File: config.mk
export PLATFORM = sky130hd
export DESIGN_NAME = hazard_tnew_pipe
export DESIGN_NICKNAME = d
export VERILOG_FILES = /design/src/rtl/hazard_tnew_pipe.sv
export SDC_FILE = /design/constraint.sdc
export NUM_CORES = 1
export LEC_CHECK = 0
export ABC_CLOCK_PERIOD_IN_PS = 3100
export CAP_MARGIN = 20
export CORE_MARGIN = 1
export CORE_UTILIZATION = 45
export DETAILED_ROUTE_END_ITERATION = 16
export GPL_TIMING_DRIVEN = 0
export PLACE_DENSITY_LB_ADDON = 0.15
export SYNTH_ARGS = -nofsm -noshare
export SYNTH_HDL_FRONTEND = slang
export SYNTH_SLANG_ARGS = --single-unit
File: constraint.sdc
create_clock -name clk -period 3.1 [get_ports clk]
set_input_delay 0.62 -clock clk [delete_from_list [all_inputs] [get_ports clk]]
set_output_delay 0.62 -clock clk [all_outputs]
set_load 0.01 [all_outputs]
File: src/rtl/hazard_tnew_pipe.sv
// hazard_tnew_pipe
//   Producer side of the D-stage hazard check. Carries each in-flight
//   instruction's destination register (A3) and remaining-cycles-until-result
//   count (Tnew) down the E, M and W stages. The stall comparator reads these
//   values and returns its stall verdict, which this block turns into a
//   bubble in E. The block also provides forwarding-ready flags and two
//   saturating performance counters.
//
// Ports
//   clk, reset        rising-edge clock, asynchronous active-high reset
//   stall             D-stage stall verdict (bubble into E, counted)
//   E_clr             flush of E (bubble into E)
//   D_GRF_A3, D_Tnew  destination register and Tnew of the D instruction
//   {E,M,W}_GRF_A3    destination register held in each stage
//   {E,M,W}_Tnew      remaining cycles until that stage's result is ready
//   {E,M,W}_fwd_ok    stage holds a real write whose result is ready now
//   stall_cnt         count of edges with stall=1, saturating
//   bubble_cnt        count of bubbles inserted into E, saturating
module hazard_tnew_pipe #(
    parameter int unsigned CNT_W     = 32,
    parameter int unsigned TNEW_LOAD = 2
) (
    input  logic             clk,
    input  logic             reset,
    input  logic             stall,
    input  logic             E_clr,
    input  logic [4:0]       D_GRF_A3,
    input  logic [1:0]       D_Tnew,
    output logic [4:0]       E_GRF_A3,
    output logic [4:0]       M_GRF_A3,
    output logic [4:0]       W_GRF_A3,
    output logic [1:0]       E_Tnew,
    output logic [1:0]       M_Tnew,
    output logic [1:0]       W_Tnew,
    output logic             E_fwd_ok,
    output logic             M_fwd_ok,
    output logic             W_fwd_ok,
    output logic [CNT_W-1:0] stall_cnt,
    output logic [CNT_W-1:0] bubble_cnt
);

    localparam logic [1:0] LP_TNEW_LOAD = 2'(TNEW_LOAD);

    logic [4:0]       r_e_a3, r_m_a3, r_w_a3;
    logic [1:0]       r_e_tnew, r_m_tnew, r_w_tnew;
    logic [CNT_W-1:0] r_stall_cnt, r_bubble_cnt;

    logic             w_bubble;
    logic [1:0]       w_d_tnew;
    logic [1:0]       w_e_tnew_dec;
    logic [1:0]       w_m_tnew_dec;

    always_comb begin
        w_bubble = stall | E_clr;
        // Clamp to the load-class value; a write to $0 never produces a result.
        if (D_GRF_A3 == 5'd0)
            w_d_tnew = 2'd0;
        else if (D_Tnew > LP_TNEW_LOAD)
            w_d_tnew = LP_TNEW_LOAD;
        else
            w_d_tnew = D_Tnew;
        w_e_tnew_dec = (r_e_tnew != 2'd0) ? r_e_tnew - 2'd1 : 2'd0;
        w_m_tnew_dec = (r_m_tnew != 2'd0) ? r_m_tnew - 2'd1 : 2'd0;
    end

    // E/M/W always advance; a stall only affects what enters E.
    always_ff @(posedge clk or posedge reset) begin
        if (reset) begin
            r_e_a3   <= '0;
            r_m_a3   <= '0;
            r_w_a3   <= '0;
            r_e_tnew <= '0;
            r_m_tnew <= '0;
            r_w_tnew <= '0;
        end else begin
            if (w_bubble) begin
                r_e_a3   <= '0;
                r_e_tnew <= '0;
            end else begin
                r_e_a3   <= D_GRF_A3;
                r_e_tnew <= w_d_tnew;
            end
            r_m_a3   <= r_e_a3;
            r_m_tnew <= w_e_tnew_dec;
            r_w_a3   <= r_m_a3;
            r_w_tnew <= w_m_tnew_dec;
        end
    end

    always_ff @(posedge clk or posedge reset) begin
        if (reset) begin
            r_stall_cnt  <= '0;
            r_bubble_cnt <= '0;
        end else begin
            if (stall && (r_stall_cnt != '1))
                r_stall_cnt <= r_stall_cnt + CNT_W'(1);
            if (w_bubble && (r_bubble_cnt != '1))
                r_bubble_cnt <= r_bubble_cnt + CNT_W'(1);
        end
    end

    assign E_GRF_A3   = r_e_a3;
    assign M_GRF_A3   = r_m_a3;
    assign W_GRF_A3   = r_w_a3;
    assign E_Tnew     = r_e_tnew;
    assign M_Tnew     = r_m_tnew;
    assign W_Tnew     = r_w_tnew;
    assign E_fwd_ok   = (r_e_a3 != 5'd0) && (r_e_tnew == 2'd0);
    assign M_fwd_ok   = (r_m_a3 != 5'd0) && (r_m_tnew == 2'd0);
    assign W_fwd_ok   = (r_w_a3 != 5'd0) && (r_w_tnew == 2'd0);
    assign stall_cnt  = r_stall_cnt;
    assign bubble_cnt = r_bubble_cnt;

endmodule
---- Word-level counts from Yosys, hierarchy flattened ----
Cells that the tools add are included.
cells by class
  add/sub/neg operators ................... 4
  magnitude comparators ................... 1
  eq/ne operators ......................... 2
  muxes and demuxes ....................... 6
  bitwise operators ....................... 1
  reductions and logical operators ........ 14
operators by type and width
  cell                     count
  $add A32 B1 Y32 const B  2
  $ne A32 B32 Y1 const B   2
  $reduce_bool A5 Y1       3
  $mux W2                  5
  $logic_not A2 Y1         3
  $logic_and A1 B1 Y1      5
  $logic_not A5 Y1         1
  $mux W5                  1
  $reduce_bool A2 Y1       2
  $sub A2 B1 Y2 const B    2
  $gt A2 B2 Y1 const B     1
  $or A1 B1 Y1             1
storage, ports and cells
  register bits ........................... 85
  input port bits ......................... 11
  output and inout bits ................... 88
  logic and storage cells ................. 36

---- Depth between registers and ports, before layout ----
  depth after elaboration ................. 4
  mapped depth ............................ 7
  mapped depth without buffers ............ 6

---- Worst setup path after synthesis ----
Ideal clock, no wire load.
  kind .................................... reg2reg
  start point ............................. register r_stall_cnt[0], in the netlist stall_cnt[0]
  end point ............................... register r_stall_cnt[17], in the netlist stall_cnt[17]
  setup time .............................. 0.138 ns
  data arrival time ....................... 2.077 ns
  data required time ...................... 2.962 ns
  setup slack ............................. 0.885 ns
  cell stages (with the launch flop) ...... 8
  buffers on the path ..................... 1
  period minus slack after synthesis ...... 2.215 ns
  cell sequence ........................... dfrtp_1 -> ha_1 -> nand4_1 -> or4_1 -> buf_6 -> o31ai_4 -> nor4_1 -> xor2_1
between the ends
  word-level cells in the longest chain between the ends .. 2
  elaborated cells on any way between the ends .. 3
  those cells by class .................... add/sub (1); eq/ne (1); reduce/logical (1)
RTL lines
  element                                                                  RTL line  RTL
  start: declaration                                                       46        logic [CNT_W-1:0] r_stall_cnt, r_bubble_cnt;
  start signal: assignment                                                 96        r_stall_cnt <= r_stall_cnt + CNT_W'(1);
  parallel branches: the longest is 2 deep, another holds $add A32 B1 Y32  -
Several ways; the timed one is not identified.
A chain may end at the register's enable or synchronous reset.

---- Final worst setup path ----
  start point ............................. register r_stall_cnt[0], in the netlist stall_cnt[0]
  end point ............................... register r_stall_cnt[21], in the netlist stall_cnt[21]
The elaborated chain is that of the path after synthesis.

==> reports/metrics.yaml <==
critical_path:
  end_kind: "flop"
  cp_max_fo: 10
  cp_data_required_time_ns: 3.32
  start_kind: "flop"
  cp_data_arrival_time_ns: 2.68
  critPathKind: "flop to flop"
global_route:
  track_usage: 0.2063
  grt_max_degree: 49
  grt_pass1_wl_um: 13980
  antenna_found_initial: 0
  overflow: 0
  grt_pass1_vias: 2838
timing:
  drv_slew: 0
  rsz0062_at_grt: "false"
  timing.fmax_ghz: 0.4066
  fin_ws_ns: 0.6404
  finalSetupViolCount: 0
  timing.hold.ws_ns: 0.4002
  skew_ns: 0.01382
  slew_headroom: 0.5304
  final-hold-violation-count: 0
  fin_crit_ns: 2.460
  worst_slew_pin_slew_ns: 0.7033
  min_period_over_period: 0.7934
logic_synthesis:
  synth_edf_count: 0
  syn_area_mm2: 0.003764
  synthMuxAreaShare: 0.006981
  synth-compound-area-share: 0.04222
  synthTopCellsByCount: "85 x dfrtp_1, 34 x xnor2_1, 27 x nor2_1, 27 x xor2_1, 26 x nand4_1"
  synth.avg_cell_area_um2: 11.30
  synthAdderAreaFrac: 0.006649
  synthCells: 333
  synth_area_leaders: "dfrtp_1 57%, xnor2_1 7.9%, xor2_1 6.3%"
  synth-simple-area-share: 0.2241
  synthArstFlopShare: 1.000
  synth.most_common_cell: "dfrtp_1"
  yosysWarnings: 0
  synth_top_area_share: 0.5652
  netlist-cell-type-count: 36
  syn_nets: 346
  ys_dominant_reg_cell: "dfrtp_1"
  synthXorXnorAreaFrac: 0.1420
  ys_ff_latch: 85
  synth_top_family_by_area: "simple AND/OR/NAND/NOR gates"
  ys_seq_area_frac: 0.5652
  synth_top_area_cell: "dfrtp_1"
floorplan:
  die_h_um: 93.45
  ios: 99
  core.rowCount: 32
  fp.dieW_um: 93.45
  initial_utilization: 0.4772
  core_area_mm2: 0.007888
  dieArea_mm2: 0.008733
cts:
  numCtsBuffers: 9
  cts.sink_count: 85
  path_clk_slew_ns: 0.09
  clock_path_buffers: 2
  clock_latency_ns: 0.35
  cts_setup_buffers: 0
  root_buffer: "clkbuf_8"
  h-tree-depth: 3
  cts_tree: "done"
  cts_hold_buf: 0
  cts.repair.resized: 0
layout:
  multi_input_area_mm2: 0.001588
  drive_above_1_share: 0.06711
  regArea_mm2: 0.002127
  fillers: 641
  syn_to_final_growth_pct: 35.54
  diodes: 0
  final_util: 0.6467
  finish.instance_area_mm2: 0.005101
  fin_nets: 455
routing:
  ant_nets: 0
  vias: 2947
  drt_drc_violations_left: 0
  wl_um: 8307
  drt_first_pass_iters: 4
  post_drt_wl_per_cell_um: 15.13
  viasPerCell: 5.368
  drt_iter0_drc: 84
job:
  maxCapViolCount: 0
placement:
  gp_congestion: 0.7738
  io_buffers: 97
  dpl.hpwl_um: 6047
  place_area_mm2: 0.004892
  pre_cts_slack_ns: 0.5103
worst_hold_path:
  hold_path_class: "flop to flop"
power_and_ir_drop:
  finalPower_mw: 2.683
  ir_drop_mv: 0.5163
  powerDensity_mw_per_mm2: 526.0
  p_leak_nw: 2.212
run_status:
  status: "complete, no violations"
[layout by cell type, fill, tap and decap left out, drive strengths merged, types with 3 or more instances in the layout]
master,instances
inv,8
and2,7
or3,5
nand3,19
or2,4
clkbuf,13
nor2,27
and3,10
dfrtp,85
nand2,21
nor3,14
a211oi,4
xnor2,34
and4,7
nor2b,3
clkdlybuf4s50,97
xor2,27
nor4,7
nand4,26
o311ai,3
or4,3
[registers in the layout (all words and copies together), names as in the netlist]
register / count
bubble_cnt: 32
stall_cnt: 32
E_GRF_A3: 5
W_Tnew: 2
W_GRF_A3: 5
E_Tnew: 2
M_Tnew: 2
M_GRF_A3: 5
[where the power goes]
part	internal [mW]	switching, mW	leakage, nW
logic	0.298	0.210	0.971
clock network	0.400	0.417	0.0991
registers	1.21	0.149	1.14
total	1.91	0.776	2.21
[cell type report]
class | instances | area share
clock buffers | 10 | 0.02698
multi-input cells | 237 | 0.3113
clock inverters | 6 | 0.01398
well taps | 102 | 0.02502
repair buffers | 98 | 0.1957
inverters | 7 | 0.005641
plain buffers | 4 | 0.004415
flip-flops and latches | 85 | 0.4170
[per-layer routing]
| layer | up-vias | routed length (um) | part of all wire | track usage |
|---|---|---|---|---|
| met5 | - | 0 | 0 | 0 |
| met4 | 0 | 48 | 0.0058 | 0.05513 |
| met3 | 4 | 392 | 0.047 | 0.05203 |
| met2 | 80 | 3651 | 0.44 | 0.3009 |
| met1 | 1439 | 4215 | 0.51 | 0.3055 |
| li1 | 1424 | - | - | - |
[through the flow]
step	cells	setup TNS [ns]
detailed placement	533	0
CTS	549	0
floorplan	333	0
global route	549	0
global placement	532	-84.32
finish	549	0
[worst paths after layout]
path | from | end | slack [ns] | cells after the start
min | M_GRF_A3[0] | W_GRF_A3[0] | 0.40 | 0
max in group asynchronous | reset | E_GRF_A3[1] | 1.84 | 3
max | stall_cnt[0] | stall_cnt[21] | 0.64 | 7
min reg2reg | M_GRF_A3[0] | W_GRF_A3[0] | 0.40 | 0
min in group asynchronous | reset | bubble_cnt[25] | 0.65 | 2
max reg2reg | stall_cnt[0] | stall_cnt[21] | 0.64 | 7
[kinds of logic (layout without fill, tap and decap cells)]
logic type,Yosys count,count (layout)
buffers and inverters,11,125
adders and majority gates,2,2
muxes,2,2
DFF,85,85
and+or+nand+nor,156,156
xor gates and xnor gates,61,61
AOI/OAI and AO/OA,16,16
[critical path, stage by stage (launching register included)]
cell	delay, ns
dfrtp_1	0.42
ha_1	0.22
nand4_1	0.17
or4_1	0.59
buf_6	0.16
o31ai_4	0.47
nor3_1	0.15
xor2_1	0.17
No activity file was read; power rests on OpenSTA's default activity.
